--- config.mk ---
export PLATFORM = sky130hd
export DESIGN_NAME = param_updown_counter
export DESIGN_NICKNAME = d
export VERILOG_FILES = /design/src/rtl/param_updown_counter.sv
export SDC_FILE = /design/constraint.sdc
export NUM_CORES = 1
export LEC_CHECK = 0
export BUFFER_PORTS_ARGS = -buffer_cell sky130_fd_sc_hd__buf_2
export CAP_MARGIN = 10
export CORE_UTILIZATION = 30
export DETAILED_ROUTE_END_ITERATION = 10
export GPL_TIMING_DRIVEN = 0
export PLACE_DENSITY = 0.58
export SLEW_MARGIN = 20
export SYNTH_ARGS = -nofsm -noshare
export SYNTH_HDL_FRONTEND = slang
export SYNTH_SLANG_ARGS = --single-unit
--- constraint.sdc ---
create_clock -name clk -period 2.95 [get_ports clk]
set_clock_uncertainty 0.15 [all_clocks]
set_input_delay 0.59 -clock clk [delete_from_list [all_inputs] [get_ports clk]]
set_output_delay 0.59 -clock clk [all_outputs]
set_load 0.01 [all_outputs]
--- src/rtl/param_updown_counter.sv ---
// Up/down counter with a programmable modulo limit, synchronous clear/load, wrap or saturate
// mode, a registered terminal-count pulse and a sticky overflow flag.
module param_updown_counter #(
   parameter int unsigned WIDTH     = 8,
   parameter int unsigned RESET_VAL = 0,
   parameter bit          SATURATE  = 1'b0
) (
   input  logic             clk,
   input  logic             rst,
   input  logic             clear,
   input  logic             load,
   input  logic [WIDTH-1:0] load_val,
   input  logic             enable,
   input  logic             up_dn,
   input  logic [WIDTH-1:0] max_val,
   input  logic             ovf_clr,
   output logic [WIDTH-1:0] count,
   output logic             tc,
   output logic             ovf
);

   localparam logic [WIDTH-1:0] ResetCount = WIDTH'(RESET_VAL);

   logic [WIDTH-1:0] count_q, count_d;
   logic             tc_q, tc_d;
   logic             ovf_q, ovf_d;
   logic             bound_evt;

   always_comb begin
      count_d   = count_q;
      bound_evt = 1'b0;
      if (clear) begin
         count_d = '0;
      end else if (load) begin
         count_d = load_val;
      end else if (enable) begin
         if (up_dn) begin
            if (count_q < max_val) begin
               count_d = count_q + 1'b1;
            end else begin
               bound_evt = 1'b1;
               count_d   = SATURATE ? max_val : '0;
            end
         end else begin
            // A count left above the limit by a load or a lowered max_val snaps to the limit.
            if (count_q > max_val) begin
               bound_evt = 1'b1;
               count_d   = max_val;
            end else if (count_q != '0) begin
               count_d = count_q - 1'b1;
            end else begin
               bound_evt = 1'b1;
               count_d   = SATURATE ? '0 : max_val;
            end
         end
      end
      tc_d  = bound_evt;
      // Set wins over a simultaneous clear request.
      ovf_d = bound_evt | (ovf_q & ~ovf_clr);
   end

   always_ff @(posedge clk or posedge rst) begin
      if (rst) begin
         count_q <= ResetCount;
         tc_q    <= 1'b0;
         ovf_q   <= 1'b0;
      end else begin
         count_q <= count_d;
         tc_q    <= tc_d;
         ovf_q   <= ovf_d;
      end
   end

   assign count = count_q;
   assign tc    = tc_q;
   assign ovf   = ovf_q;

endmodule

* Yosys cells after proc, flatten, opt, wreduce, memory -nomap -nowiden
Cells that the tools add are included.
Operators by class: $add $sub $neg 2, $lt $le $gt $ge 2, mux-type cells 14, bitwise gates (word level) 3, reductions and logical operators 2
Operator list (number):
- $mux W8 | 7
- $add A8 B1 Y8 const B | 1
- $gt A8 B8 Y1 | 1
- $lt A8 B8 Y1 | 1
- $reduce_bool A8 Y1 | 1
- $sub A8 B1 Y8 const B | 1
- $mux W1 | 7
- $reduce_bool A3 Y1 | 1
- $and A1 B1 Y1 | 1
- $not A1 Y1 | 1
- $or A1 B1 Y1 | 1
Storage, ports and cells: flip-flop bits (word level) 10, bits of input ports 23, output and inout port bits 10, word-level logic and storage cells 26

* Longest topological paths before layout
word-level depth 8, mapped depth 8, depth with buffers taken out 8

* Worst setup path after synthesis
No wires, ideal clock.
path type input -> register, start point in max_val[7], end point reg count_q[1], in the netlist count[1], setup time 0.076 ns, data arrival time 2.043 ns, required time 2.724 ns, setup slack 0.681 ns, cell stages on the path 8, path buffers 0, path through inv_1 > ha_1 > nand4_2 > nor2_4 > a211oi_2 > nor2_2 > mux2_1 > o21ai_1
Between the ends: longest elaborated chain between the ends 6, elaborated cells on any way between the ends 8, those cells by class order compare (2); mux (6)
Ends and longest elaborated chain:
- start, declared | line 15 | input logic [WIDTH-1:0] max_val,
- $gt A8 B8 Y1 or $lt A8 B8 Y1 (tied branches) | line 46, 38
- $mux W8 (on tied branches) | line 46, 38
- $mux W8 (*) | line 37 | if (up_dn) begin
- $mux W8 (*) | line 36 | end else if (enable) begin
- $mux W8 (*) | line 34 | end else if (load) begin
- $mux W8 (*) | line 32 | if (clear) begin
- end signal, assigned | line 64 | count_q <= ResetCount;
- end signal, assigned | line 68 | count_q <= count_d;
- end, declared | line 24 | logic [WIDTH-1:0] count_q, count_d;
Mark *: on every way between the ends. The rest lies on a longest branch, timed or not. The select of a mux whose other input is x is not followed. A chain may end at the register's enable or synchronous reset.

* Worst setup path after layout
start point reg count_q[1], in the netlist count[1], end point reg count_q[6], in the netlist count[6]
Between the ends: longest elaborated chain between the ends 7, elaborated cells on any way between the ends 12, those cells by class add/sub (2); order compare (2); mux (7); reduce/logical (1)
Ends and longest elaborated chain:
- $sub A8 B1 Y8 or $reduce_bool A8 Y1 (tied branches) | line 50, 49
- $mux W8 | line 49 | end else if (count_q != '0) begin
- $mux W8 | line 46 | if (count_q > max_val) begin
- $mux W8 (*) | line 37
- $mux W8 (*) | line 36
- $mux W8 (*) | line 34
- $mux W8 (*) | line 32
Marks and branches as above.

==> run summary <==
- All-Layer GR Usage: 0.165
- Gates resized, CTS repair: 0
- number of cells on the critical path: 7
- top fanout value on the critical path: 9
- Req. time, crit path: 2.90 ns
- longest individual stage delay on the worst path: 0.51 ns
- simple logic cell fraction of the synthesized area: 0.239
- clock period minus worst slack: 2.42 ns
- met2 wire len: 1360 um
- worst reg2reg setup slack: 0.53 ns
- Highest Signal Layer: met4
- DIE AREA: 4360 sq um
- max-slew violation count: 0
- share of the yosys chip area belonging to registers: 0.203
- worst relative slew slack: 0.596
- Worst Path Class, Setup: reg -> reg
- count of input and output buffers: 30
- endpoint of the most critical register-to-register path: count[6]
- share of the cycle needed by the critical path after routing: 0.819
- Yosys warnings: 0
- sequential standard cell area: 250 sq um
- peak clock frequency supported by timing: 414 MHz
- total wirelength of the detailed-routed design: 3220 um
- final routed DRC violation total: 0
- status: completed
- remaining number of nets flagged by the antenna check after routing: 0
- main combinational cell family by area after synthesis: compound AO/OA/AOI/OAI gates
- GP Congestion: 0.801
- height of the chip: 66.1 um
- area share of xor/xnor cells in the synthesized design: 0.0640
- count of flip-flops with a built-in enable after synthesis: 0
- critical register-to-register path startpoint: count[1]
- number of failing setup endpoints in the final timing report: 0
- drt first-iter violations: 60
- ant diodes: 0
- Max stage delay cell, worst path: sky130_fd_sc_hd__dfrtp_1
- synthesized-area fraction occupied by ao, oa, aoi and oai cells: 0.274
- summed negative setup slack over all endpoints: 0 ns
- crit-path cells: ha_1 -> nor2b_1 -> o211ai_2 -> a21oi_1 -> nor2_2 -> a221oi_2 -> a211oi_2
- post-synthesis cell type count: 42
- mapped cell area: 1230 sq um
- Power Density: 425 nW/um^2
- gr ovfl total: 0
- peak supply drop: 0.152 mV
- net count of the finished layout: 228
- post-detailed-placement half-perimeter wirelength: 2620 um
- wire length of the first global-routing pass: 5470 um
- area of the multi-input gates: 890 sq um
- clock slew at the register clock pins of the worst setup and hold paths: 0.05 ns
- Async SR Flop Fraction: 1.00
- maximum number of pins on one net before global-route repair: 11
- final hold vios: 0
- Overall Power: 636 uW
- met1 wire length: 1700 um
- top cell family by delay on the critical path: compound AO/OA/AOI/OAI gates
- Post-Synth Adder-Cell Area: 0.112
- met3 wirelength from detailed routing: 101 um
- prevailing post-synth register cell: sky130_fd_sc_hd__dfrtp_1
- TritonCTS clock tree: yes
- Hold Crit Class: in -> async
- total cell area at the placement stage: 1440 sq um
- endpoint kind of the worst setup timing path: register
- cell type with the largest total area after synthesis: sky130_fd_sc_hd__dfrtp_1
- #FFs+latches synth: 10
- signed area change from the synthesized netlist to the final layout: 21.5%
- TritonCTS buffer count: 3
- antenna violations before repair: 0
- final design instance area without fill: 1500 sq um
- count of max-cap constraint violations: 0
- post-synth top area share: 0.203
- Leak Pwr: 0.000728 uW
- average wire per standard cell: 13.4 um
- multiplexer area fraction after synthesis: 0.0335
- CTS hold repair buffers: 0
- Sink Count: 10
- Synth area leaders: sky130_fd_sc_hd__dfrtp_1 (20%), sky130_fd_sc_hd__ha_1 (11%), sky130_fd_sc_hd__a21oi_1 (4.9%), sky130_fd_sc_hd__a31oi_1 (4.6%), sky130_fd_sc_hd__inv_1 (4.3%)
- number of fill cells: 418
- total iterations of the first detailed-routing run: 4
- postcts setup bufs: 0
- Row Count: 22
- clock tree root buffer cell: sky130_fd_sc_hd__clkbuf_8
- Mean Syn Cell Area: 7.74 sq um
- number of vias after detailed routing: 1222
- number of buffers and inverters on the critical path: 0
- worst-margin pin slew: 0.602 ns
- number of global-route vias before repair: 1189
- fraction of final layout cells sized beyond drive strength 1: 0.275
- I/O pin count: 33
- setup repair after global routing missed its margin: no
- per-cell via count in the routed design: 5.07
- initial core utilization: 0.324
- synthesized net count: 193
- arrival time worst endpoint: 2.36 ns
- Worst R2R Path Depth: 7
- die span in x: 66.1 um
- clock insertion delay at the later pin of the skew report: 0.23 ns
- Std-Cell Core Area: 3800 sq um
- Mapped Cells: 159
- startpoint kind of the worst setup timing path: register
- # H-tree levels: 1
- Clock Tree Buf Depth: 2
[placed cells by master, fill, tap and decap left out, types with 2 or more instances in the layout]
cell,Yosys,routed
sky130_fd_sc_hd__a21oi_1,12,12
sky130_fd_sc_hd__ha_1,11,11
sky130_fd_sc_hd__nor2_2,3,3
sky130_fd_sc_hd__xnor2_1,6,6
sky130_fd_sc_hd__nor2b_1,4,4
sky130_fd_sc_hd__clkbuf_8,0,4
sky130_fd_sc_hd__o21ai_0,9,9
sky130_fd_sc_hd__o21a_1,2,2
sky130_fd_sc_hd__nor3b_2,2,2
sky130_fd_sc_hd__a211o_1,3,3
sky130_fd_sc_hd__nand4_1,2,2
sky130_fd_sc_hd__a31oi_1,9,9
sky130_fd_sc_hd__nor3_1,6,6
sky130_fd_sc_hd__nand2_1,4,4
sky130_fd_sc_hd__mux2i_1,3,3
sky130_fd_sc_hd__dfrtp_1,10,10
sky130_fd_sc_hd__o21ai_1,5,5
sky130_fd_sc_hd__nand3_1,8,8
sky130_fd_sc_hd__xor2_1,3,3
sky130_fd_sc_hd__and2_1,4,4
sky130_fd_sc_hd__buf_2,4,34
sky130_fd_sc_hd__a211oi_2,2,2
sky130_fd_sc_hd__inv_1,14,14
sky130_fd_sc_hd__clkbuf_1,2,2
sky130_fd_sc_hd__nor2_1,13,13
[cell type report]
class / count / area share
tap: 48 / 0.0401
inverter: 14 / 0.0351
multi-input combinational: 127 / 0.594
clock buffer: 4 / 0.0368
timing repair buffer: 30 / 0.100
sequential: 10 / 0.167
buffer: 8 / 0.0259
[flip-flops by register name (all words and copies together) (netlist names)]
signal,count
count,8
ovf,1
tc,1
[worst max-delay path by stage]
stage,start,end,slack (ns)
3_3_place_gp,max_val[3],count[6],0.40
3_5_place_dp,max_val[7],count[1],0.38
6_report,count[1],count[6],0.53
2_1_floorplan,max_val[7],count[1],0.68
5_1_grt,count[0],count[1],0.36
4_1_cts,count[1],count[6],0.54
[through the flow]
step	hold WS, ns	instances	setup slack [ns]	utilization
2_1_floorplan	0.280	159	0.681	-
3_3_place_gp	0.305	237	0.403	0.379
3_5_place_dp	0.336	237	0.381	0.379
4_1_cts	0.195	241	0.540	0.394
5_1_grt	0.206	241	0.359	0.394
6_report	0.188	241	0.533	0.394
[cells by family after synthesis]
logic type                 after synthesis
AOI/OAI and AO/OA                       51
xor gates and xnor gates                 9
adders and majority gates               11
muxes                                    4
buffers and inverters                   22
DFF                                     10
and+or+nand+nor                         52
[Yosys cell counts, types with 4 or more instances]
cell type / number
sky130_fd_sc_hd__a31oi_1: 9
sky130_fd_sc_hd__buf_2: 4
sky130_fd_sc_hd__inv_1: 14
sky130_fd_sc_hd__nand2_1: 4
sky130_fd_sc_hd__xnor2_1: 6
sky130_fd_sc_hd__dfrtp_1: 10
sky130_fd_sc_hd__and2_1: 4
sky130_fd_sc_hd__nor2_1: 13
sky130_fd_sc_hd__ha_1: 11
sky130_fd_sc_hd__nand3_1: 8
sky130_fd_sc_hd__nor3_1: 6
sky130_fd_sc_hd__o21ai_0: 9
sky130_fd_sc_hd__o21ai_1: 5
sky130_fd_sc_hd__a21oi_1: 12
sky130_fd_sc_hd__nor2b_1: 4
[report_power, final]
group / switching [uW] / internal, uW / leakage [uW]
clock network: 53.6 / 117 / 0.0000288
logic: 166 / 126 / 0.000567
registers: 23.0 / 151 / 0.000132
[per-layer routing]
layer | GRT usage | vias to the layer above
li1 | - | 637
met5 | 0 | -
met2 | 0.241 | 29
met3 | 0 | 6
met1 | 0.246 | 550
met4 | 0.0824 | 0
No activity file was read; power rests on OpenSTA's default activity.
